### src/rtl/edge_req_arbiter_pkg.sv
// Shared types and default sizing for the edge-triggered request arbiter.
// Package name: edge_arb_pkg.
package edge_arb_pkg;

  // Default channel count and grant timeout (cycles).
  localparam int ARB_N_DEF       = 4;
  localparam int ARB_TIMEOUT_DEF = 16;

  // Arbiter controller: waiting for work, or holding one grant.
  typedef enum logic {
    IDLE  = 1'b0,
    GRANT = 1'b1
  } arb_state_t;

  // Per-channel edge detector: last sampled level low / high.
  typedef enum logic {
    ZERO = 1'b0,
    ONE  = 1'b1
  } edge_state_t;

endpackage

### src/rtl/edge_req_arbiter_edge_tick.sv
// Single-channel rising-edge detector. tick is combinational: it is high
// while the detector is in ZERO and the level is already high, so the
// edge is consumed at the same clock edge that moves the state to ONE.
module edge_tick
  import edge_arb_pkg::*;
(
  input  logic clk,
  input  logic rst,
  input  logic level,
  output logic tick
);

  edge_state_t state_q;
  edge_state_t state_d;

  // Detector state register, synchronous active-low reset to ZERO.
  always_ff @(posedge clk) begin
    if (!rst) begin
      state_q <= ZERO;
    end else begin
      state_q <= state_d;
    end
  end

  // Next state and edge tick: one tick per rising level, none while held.
  always_comb begin
    state_d = state_q;
    tick    = 1'b0;
    case (state_q)
      ZERO: begin
        if (level) begin
          tick    = 1'b1;
          state_d = ONE;
        end
      end
      ONE: begin
        if (!level) begin
          state_d = ZERO;
        end
      end
      default: begin
        state_d = ZERO;
      end
    endcase
  end

endmodule

### src/rtl/edge_req_arbiter.sv
// Round-robin arbiter for N level request lines. Every rising edge on a
// channel latches a pending flag; a two-state controller grants pending
// channels one at a time in rotating order and holds each grant until the
// consumer signals done.
//
// Optional feature: define ARB_TIMEOUT_EN to abort a grant that has not
// seen done after TIMEOUT cycles (timeout pulses). Without the macro the
// grant waits indefinitely and timeout is tied low.
module edge_req_arbiter
  import edge_arb_pkg::*;
#(
  parameter int N       = ARB_N_DEF,
  parameter int IDW     = $clog2(N),
  parameter int TIMEOUT = ARB_TIMEOUT_DEF
) (
  input  logic           clk,
  input  logic           rst,
  input  logic [N-1:0]   level,
  input  logic           done,
  output logic           gnt_valid,
  output logic [IDW-1:0] gnt_id,
  output logic [N-1:0]   pend,
  output logic           overflow,
  output logic           timeout
);

  logic [N-1:0]   tick;
  logic [N-1:0]   clr;
  logic [N-1:0]   pend_d;
  logic           ovf_d;

  arb_state_t     state_q;
  arb_state_t     state_d;
  logic           gv_d;
  logic [IDW-1:0] gid_d;
  logic [IDW-1:0] ptr_q;
  logic [IDW-1:0] ptr_d;

  logic           found;
  logic [IDW-1:0] sel;
  logic           retire;
  logic           tmo_hit;

  // One edge detector per request line.
  for (genvar i = 0; i < N; i++) begin : g_edge
    edge_tick u_tick (
      .clk   (clk),
      .rst   (rst),
      .level (level[i]),
      .tick  (tick[i])
    );
  end

  // Round-robin search: first pending channel after ptr, wrapping at N.
  // Two ascending passes (above ptr, then up to ptr) give the modulo-N
  // order without any 2^IDW wrap, so non-power-of-2 N is handled.
  always_comb begin
    found = 1'b0;
    sel   = '0;
    for (int j = 0; j < N; j++) begin
      if (!found && pend[j] && (j > int'(ptr_q))) begin
        found = 1'b1;
        sel   = IDW'(j);
      end
    end
    for (int j = 0; j < N; j++) begin
      if (!found && pend[j] && (j <= int'(ptr_q))) begin
        found = 1'b1;
        sel   = IDW'(j);
      end
    end
  end

  // Controller next state: issue a grant from IDLE, retire it on done or
  // on timeout (done wins when both happen at the same edge).
  always_comb begin
    state_d = state_q;
    gv_d    = gnt_valid;
    gid_d   = gnt_id;
    ptr_d   = ptr_q;
    retire  = 1'b0;
    case (state_q)
      IDLE: begin
        if (found) begin
          state_d = GRANT;
          gv_d    = 1'b1;
          gid_d   = sel;
        end
      end
      GRANT: begin
        if (done || tmo_hit) begin
          retire = 1'b1;
        end
      end
      default: begin
        state_d = IDLE;
      end
    endcase
    if (retire) begin
      state_d = IDLE;
      gv_d    = 1'b0;
      ptr_d   = gnt_id;
    end
  end

  // Pending flags: a new edge beats a clear on the same channel, and only
  // an edge on a channel that stays pending counts as an overflow.
  always_comb begin
    clr    = retire ? (N'(1) << gnt_id) : '0;
    pend_d = tick | (pend & ~clr);
    ovf_d  = |(tick & pend & ~clr);
  end

  // Controller, pointer, grant and pending registers.
  always_ff @(posedge clk) begin
    if (!rst) begin
      state_q   <= IDLE;
      gnt_valid <= 1'b0;
      gnt_id    <= '0;
      ptr_q     <= IDW'(N - 1);
      pend      <= '0;
      overflow  <= 1'b0;
    end else begin
      state_q   <= state_d;
      gnt_valid <= gv_d;
      gnt_id    <= gid_d;
      ptr_q     <= ptr_d;
      pend      <= pend_d;
      overflow  <= ovf_d;
    end
  end

`ifdef ARB_TIMEOUT_EN
  localparam int CNT_W = (TIMEOUT > 1) ? $clog2(TIMEOUT) : 1;

  logic [CNT_W-1:0] cnt_q;

  assign tmo_hit = (state_q == GRANT) && (cnt_q == CNT_W'(TIMEOUT - 1));

  // Grant age counter: zero on entry to GRANT, counts cycles without done;
  // timeout pulses only when the limit retires the grant and done is low.
  always_ff @(posedge clk) begin
    if (!rst) begin
      cnt_q   <= '0;
      timeout <= 1'b0;
    end else begin
      timeout <= tmo_hit && !done;
      if (state_q != GRANT) begin
        cnt_q <= '0;
      end else if (!done && !tmo_hit) begin
        cnt_q <= cnt_q + CNT_W'(1);
      end
    end
  end
`else
  assign tmo_hit = 1'b0;
  assign timeout = 1'b0;
`endif

endmodule

### config.mk
export PLATFORM = sky130hd
export DESIGN_NAME = edge_req_arbiter
export DESIGN_NICKNAME = d
export VERILOG_FILES = /design/src/rtl/edge_req_arbiter_pkg.sv /design/src/rtl/edge_req_arbiter_edge_tick.sv /design/src/rtl/edge_req_arbiter.sv
export SDC_FILE = /design/constraint.sdc
export NUM_CORES = 1
export LEC_CHECK = 0
export CAP_MARGIN = 20
export CORE_ASPECT_RATIO = 1.4
export CORE_UTILIZATION = 25
export CTS_BUF_LIST = sky130_fd_sc_hd__clkbuf_4 sky130_fd_sc_hd__clkbuf_8
export DETAILED_ROUTE_END_ITERATION = 8
export PLACE_DENSITY = 0.51
export SLEW_MARGIN = 15
export SYNTH_ARGS = -nofsm -noshare
export SYNTH_HDL_FRONTEND = slang
export SYNTH_HIERARCHICAL = 1
export SYNTH_SLANG_ARGS = --single-unit
### constraint.sdc
create_clock -name clk -period 1.5 [get_ports clk]
set_clock_uncertainty 0.2 [all_clocks]
set_input_delay 0.15 -clock clk [delete_from_list [all_inputs] [get_ports clk]]
set_output_delay 0.15 -clock clk [all_outputs]
set_load 0.02 [all_outputs]
# ---- After elaboration in Yosys (flattened, before gate mapping)
# Index checks and enable logic that the tools add are counted.
dict set report totals {
  ff_bits 15
  output_inout_bits 9
  elab_cells 72
}
dict set report classes {
  magnitude_cmp 6
  shifts 1
  muxes 27
  bitwise 7
  reduce_logical 21
}
# cell count
set op_table {}
lappend op_table {{$mux 1} 20}
lappend op_table {{$and 4x4->4} 3}
lappend op_table {{$logic_and 1x1->1} 12}
lappend op_table {{$mux 2} 6}
lappend op_table {{$logic_not 1->1} 6}
lappend op_table {{$gt 2x2->1 const A} 2}
lappend op_table {{$le 2x2->1 const A} 2}
lappend op_table {{$mux 4} 1}
lappend op_table {{$not 4->4} 1}
lappend op_table {{$or 4x4->4} 1}
lappend op_table {{$reduce_or 4->1} 1}
lappend op_table {{$shl 1x2->4 const A} 1}
lappend op_table {{$gt 1x2->1 const A} 1}
lappend op_table {{$le 1x2->1 const A} 1}
lappend op_table {{$not 1->1} 2}
lappend op_table {{$reduce_and 2->1} 1}
lappend op_table {{$reduce_or 2->1} 1}

# ---- Depth between registers and ports, before layout
# Gate-level depths: netlist of the first run.
dict set report logic_depth {
  word_depth 28
  depth_mapped 4
  mapped_depth_nobuf 4
}

# ---- Cells and area by module
# Netlist of the first run, hierarchy kept.
# mod n_inst cells_per_inst area_each_um2
set by_module_without_submodules {}
lappend by_module_without_submodules {edge_req_arbiter 1 64 539.3}
lappend by_module_without_submodules {edge_tick 4 3 40.0}

# ---- Worst setup path before layout of the first run
# No wires, ideal clock.
dict set report synth_path {
  kind {reg2reg}
  startpoint {register pend[1]}
  endpoint {register gnt_id[1]}
  t_arrival_ps 1195
  required_time_ps 1178
  slack_ps -17
  path_stages_with_launch 4
  path_buffers 0
  cell_sequence {dfxtp_1 > nand2b_2 > a32o_1 > o311a_1}
}
dict set report synth_via {
  elab_chain_len 26
  word_cells_on_any_way 32
}
# item line
set synth_rtl {}
lappend synth_rtl {{start, declared} edge_req_arbiter.sv:22} ;# output logic [N-1:0] pend,
lappend synth_rtl {{start signal, assigned} edge_req_arbiter.sv:128} ;# pend <= pend_d;
lappend synth_rtl {{$logic_and 1x1->1} edge_req_arbiter.sv:61} ;# if (!found && pend[j] && (j > int'(ptr_q))) begin
lappend synth_rtl {{$mux 1} edge_req_arbiter.sv:61}
lappend synth_rtl {{$logic_not 1->1} edge_req_arbiter.sv:61}
lappend synth_rtl {{$logic_and 1x1->1 (2 in a row)} edge_req_arbiter.sv:61}
lappend synth_rtl {{$mux 1} edge_req_arbiter.sv:61}
lappend synth_rtl {{$logic_not 1->1} edge_req_arbiter.sv:61}
lappend synth_rtl {{$logic_and 1x1->1 (2 in a row)} edge_req_arbiter.sv:61}
lappend synth_rtl {{$mux 1} edge_req_arbiter.sv:61}
lappend synth_rtl {{[6 not listed]} --}
lappend synth_rtl {{$mux 1} edge_req_arbiter.sv:67} ;# if (!found && pend[j] && (j <= int'(ptr_q))) begin
lappend synth_rtl {{$logic_not 1->1} edge_req_arbiter.sv:67}
lappend synth_rtl {{$logic_and 1x1->1 (2 in a row)} edge_req_arbiter.sv:67}
lappend synth_rtl {{$mux 1} edge_req_arbiter.sv:67}
lappend synth_rtl {{$logic_not 1->1} edge_req_arbiter.sv:67}
lappend synth_rtl {{$logic_and 1x1->1 (2 in a row)} edge_req_arbiter.sv:67}
lappend synth_rtl {{$mux 1} edge_req_arbiter.sv:67}
lappend synth_rtl {{$reduce_and 2->1 (no line)} --}
lappend synth_rtl {{end signal, assigned} edge_req_arbiter.sv:126} ;# gnt_id <= gid_d;
lappend synth_rtl {{end, declared} edge_req_arbiter.sv:21} ;# output logic [IDW-1:0] gnt_id,
# Several ways; a longest one is shown, not always the timed one.
# A chain may end at the register's enable or synchronous reset.

# ---- Worst setup path in the final report of the first run
dict set report layout_path {
  startpoint {register ptr_q[1]}
  endpoint {register gnt_id[1]}
}
dict set report layout_via {
  elab_chain_len 27
  word_cells_on_any_way 38
}
# item line
set layout_rtl {}
lappend layout_rtl {{start, declared} edge_req_arbiter.sv:36} ;# logic [IDW-1:0] ptr_q;
lappend layout_rtl {{start signal, assigned} edge_req_arbiter.sv:120} ;# ptr_q <= IDW'(N - 1);
lappend layout_rtl {{start signal, assigned} edge_req_arbiter.sv:127} ;# ptr_q <= ptr_d;
lappend layout_rtl {{$gt 1x2->1} edge_req_arbiter.sv:61}
lappend layout_rtl {{$logic_and 1x1->1} edge_req_arbiter.sv:61}
lappend layout_rtl {{$mux 1} edge_req_arbiter.sv:61}
lappend layout_rtl {{$logic_not 1->1} edge_req_arbiter.sv:61}
lappend layout_rtl {{$logic_and 1x1->1 (2 in a row)} edge_req_arbiter.sv:61}
lappend layout_rtl {{$mux 1} edge_req_arbiter.sv:61}
lappend layout_rtl {{$logic_not 1->1} edge_req_arbiter.sv:61}
lappend layout_rtl {{$logic_and 1x1->1 (2 in a row)} edge_req_arbiter.sv:61}
lappend layout_rtl {{[7 not listed]} --}
lappend layout_rtl {{$mux 1} edge_req_arbiter.sv:67}
lappend layout_rtl {{$logic_not 1->1} edge_req_arbiter.sv:67}
lappend layout_rtl {{$logic_and 1x1->1 (2 in a row)} edge_req_arbiter.sv:67}
lappend layout_rtl {{$mux 1} edge_req_arbiter.sv:67}
lappend layout_rtl {{$logic_not 1->1} edge_req_arbiter.sv:67}
lappend layout_rtl {{$logic_and 1x1->1 (2 in a row)} edge_req_arbiter.sv:67}
lappend layout_rtl {{$mux 1} edge_req_arbiter.sv:67}
lappend layout_rtl {{$reduce_and 2->1 (no line)} --}
# Several ways; a longest one is shown, not always the timed one.

==> impl_metrics.tcl, run 1 <==
set metrics [dict create \
    status "finished clean" \
    r2r_cells 3 \
    ys_types 29 \
    yosysTopAreaCell "dfxtp_1" \
    io_buffers 14 \
    synth_edf_count 0 \
    dp_worst_setup_slack_ns -0.0746 \
    die_y_um 64.6 \
    drive_above_1_share_pct 24.8 \
    fp-row-count 22 \
    fin_crit_ns 1.45 \
    synth_area_leaders "dfxtp_1, nor2b_4, a21oi_1" \
    wl_per_cell_um 11.7 \
    areaGrowthSynthToFinish_pct 42.2 \
    cp_slowest_cell "dfxtp_1" \
    place_area_sq_um 941 \
    finish.net_count 109 \
    whs_path_depth 2 \
    crit_chain "nand2b_2 > a32o_1 > o311a_1" \
    fin_cells 137 \
    synth.most_common_cell "dfxtp_1" \
    worst-setup-path-type "reg -> reg" \
    die_area_sq_mm 0.00302 \
    synthCells 76 \
    root_buffer "clkbuf_4" \
    syn-num-nets 83 \
    grtUsageTotal_pct 13.1 \
    cts_buffer_depth 2 \
    gp_congestion 0.821 \
    ys_ff_latch 15 \
    first_iter_violations 7 \
    crit_cells 3 \
    hold_path.class "in -> reg" \
    clock-sinks 15 \
    yosys-top-cells-count "dfxtp_1, a21oi_1" \
    cts_tree "yes" \
    hold_violations 0 \
    synthesis.area_sq_um 699 \
    cts_setup_buffers 0 \
    yosys_warnings 6 \
    end_kind "register" \
    numCtsBuffers 3 \
    grt_pass1_wl_mm 2.81 \
    start_util_pct 26.5 \
    dp_hpwl_mm 1.23 \
    synth-main-ff-cell "dfxtp_1" \
    crit_buf_inv 0 \
    core_sq_mm 0.00264 \
    slew_violations 0 \
    vias 630 \
    grt_overflow 0 \
    syn_avg_cell_area_sq_um 9.20 \
    postRouteAntennaNets 0 \
    critical_path.top_delay_family "compound AO/OA/AOI/OAI gates" \
    cap_violations 0 \
    max_freq_ghz 0.687 \
    clock_latency_ns 0.28 \
    critPathMaxStageDelay_ns 0.37 \
    cp.arrival_ns 1.42 \
    die_x_um 46.7 \
    grt_pass1_vias 639 \
    vias_per_cell 4.60 \
    clk_pin_slew_worst_paths_ns 0.10 \
    n_antenna_cell 0 \
    dr.pass1.iters 4 \
    synth_sequential_area_ratio_pct 42.9 \
    timing.final.crit_share_pct 97.0 \
    drt_wl_total_mm 1.61 \
    startpoint_type "register" \
    synth_top_area_share_pct 42.9 \
    worstPathMaxFanout 5 \
    numPlacedInstances 133 \
    cp.required_ns 1.47 \
    final.setup.worst_slack_ns 0.0450 \
    tns_ns 0 \
    antenna_found_initial 0 \
    grt_max_degree 11 \
    grt_setup_unrepaired "false" \
    peakVddDrop_mv 0.295 \
    io_pins 16 \
    power.total_mw 0.953 \
    drc_errors 0 \
    synthArstFlopShare_pct 0 \
    p_per_area_mw_per_mm2 958 \
    leakagePower_nw 0.437 \
    setup_viol 0 \
    final_area_sq_um 995 \
    h-tree-depth 1 \
]
cell type report:
class	instances	area [sq um]
Inverter	4	15.0
Fill cell	271	1650
Tap cell	36	45.0
Clock inverter	1	5.00
Sequential cell	15	305
Multi-Input combinational cell	55	403
Timing Repair Buffer	23	199
Clock buffer	3	22.5
worst paths after layout:
check                    startpoint  slack, ns                             endpoint
min                        level[0]       0.25  g_edge[0].u_tick/state_q$_SDFF_PN0_
max           ptr_q[1]$_SDFFE_PN1P_       0.05               gnt_id[1]$_SDFFE_PN0P_
max reg2reg   ptr_q[1]$_SDFFE_PN1P_       0.05               gnt_id[1]$_SDFFE_PN0P_
min reg2reg  gnt_valid$_SDFFE_PP0P_       0.29               gnt_valid$_SDFFE_PP0P_
cells by family (layout without fill, tap and decap cells):
kind of cell	Yosys count	after routing	synth area share (%)
AO/OA/AOI/OAI	21	21	21.1
AND/OR/NAND/NOR	33	33	31.5
buffers and inverters	6	31	3.93
other	1	1	0.536
flip-flops	15	15	42.9
report_power, final:
part           switching (mW)  leakage (nW)  internal (mW)  total [mW]
registers              0.0467         0.126          0.437       0.483
clock network           0.129        0.0177         0.0989       0.228
logic                   0.114         0.294          0.128       0.242
placed cells by master (no fill, tap or decap), drive strengths merged, types with 2 or more instances in the layout:
cell type / synthesis / routed
nand2: 5 / 5
clkbuf: 0 / 3
clkdlybuf4s50: 0 / 6
inv: 4 / 4
nor2b: 5 / 5
a21oi: 8 / 8
nand2b: 3 / 3
buf: 2 / 9
nor2: 5 / 5
dlygate4sd2: 0 / 7
o311a: 2 / 2
nand4b: 2 / 2
nand3: 5 / 5
and2: 5 / 5
o21bai: 2 / 2
dfxtp: 15 / 15
through the flow:
step	util, %	hold slack [ns]
final	37.6	0.253
after global routing	37.6	0.277
after CTS	36.3	0.255
after detailed placement	35.6	0.267
after global placement	35.6	0.265
after floorplan	-	0.0218
routing by layer:
metal  track usage [%]  vias up  share of wire (%)
li1                  -      323                  -
met1              16.5      287                 46
met4              7.50        0                2.1
met5                 0        -                  0
met3              2.51        4                3.4
met2              20.1       16                 49
sequential cells by signal, summed over array words and instances (netlist names):
signal                 flops
overflow                   1
gnt_valid                  1
pend                       4
gnt_id                     2
state_q                    1
ptr_q                      2
g_edge.u_tick/state_q      4
repair_timing:
action,in CTS,in global routing
hold buffers,0,0
gates resized for setup,8,8
setup endpoints to repair,8,5
pin swaps,0,0
Power figures use the tool's default switching activity.
==> run 2: changes to the inputs <==
--- a/config.mk
+++ b/config.mk
@@ -10,6 +10,7 @@
 export CORE_UTILIZATION = 25
 export CTS_BUF_LIST = sky130_fd_sc_hd__clkbuf_4 sky130_fd_sc_hd__clkbuf_8
 export DETAILED_ROUTE_END_ITERATION = 8
+export GPL_ROUTABILITY_DRIVEN = 0
 export PLACE_DENSITY = 0.51
 export SLEW_MARGIN = 15
 export SYNTH_ARGS = -nofsm -noshare
==> results of run 2 <==
Same layout as run 1: the final DEF is identical, and so are final timing and power.
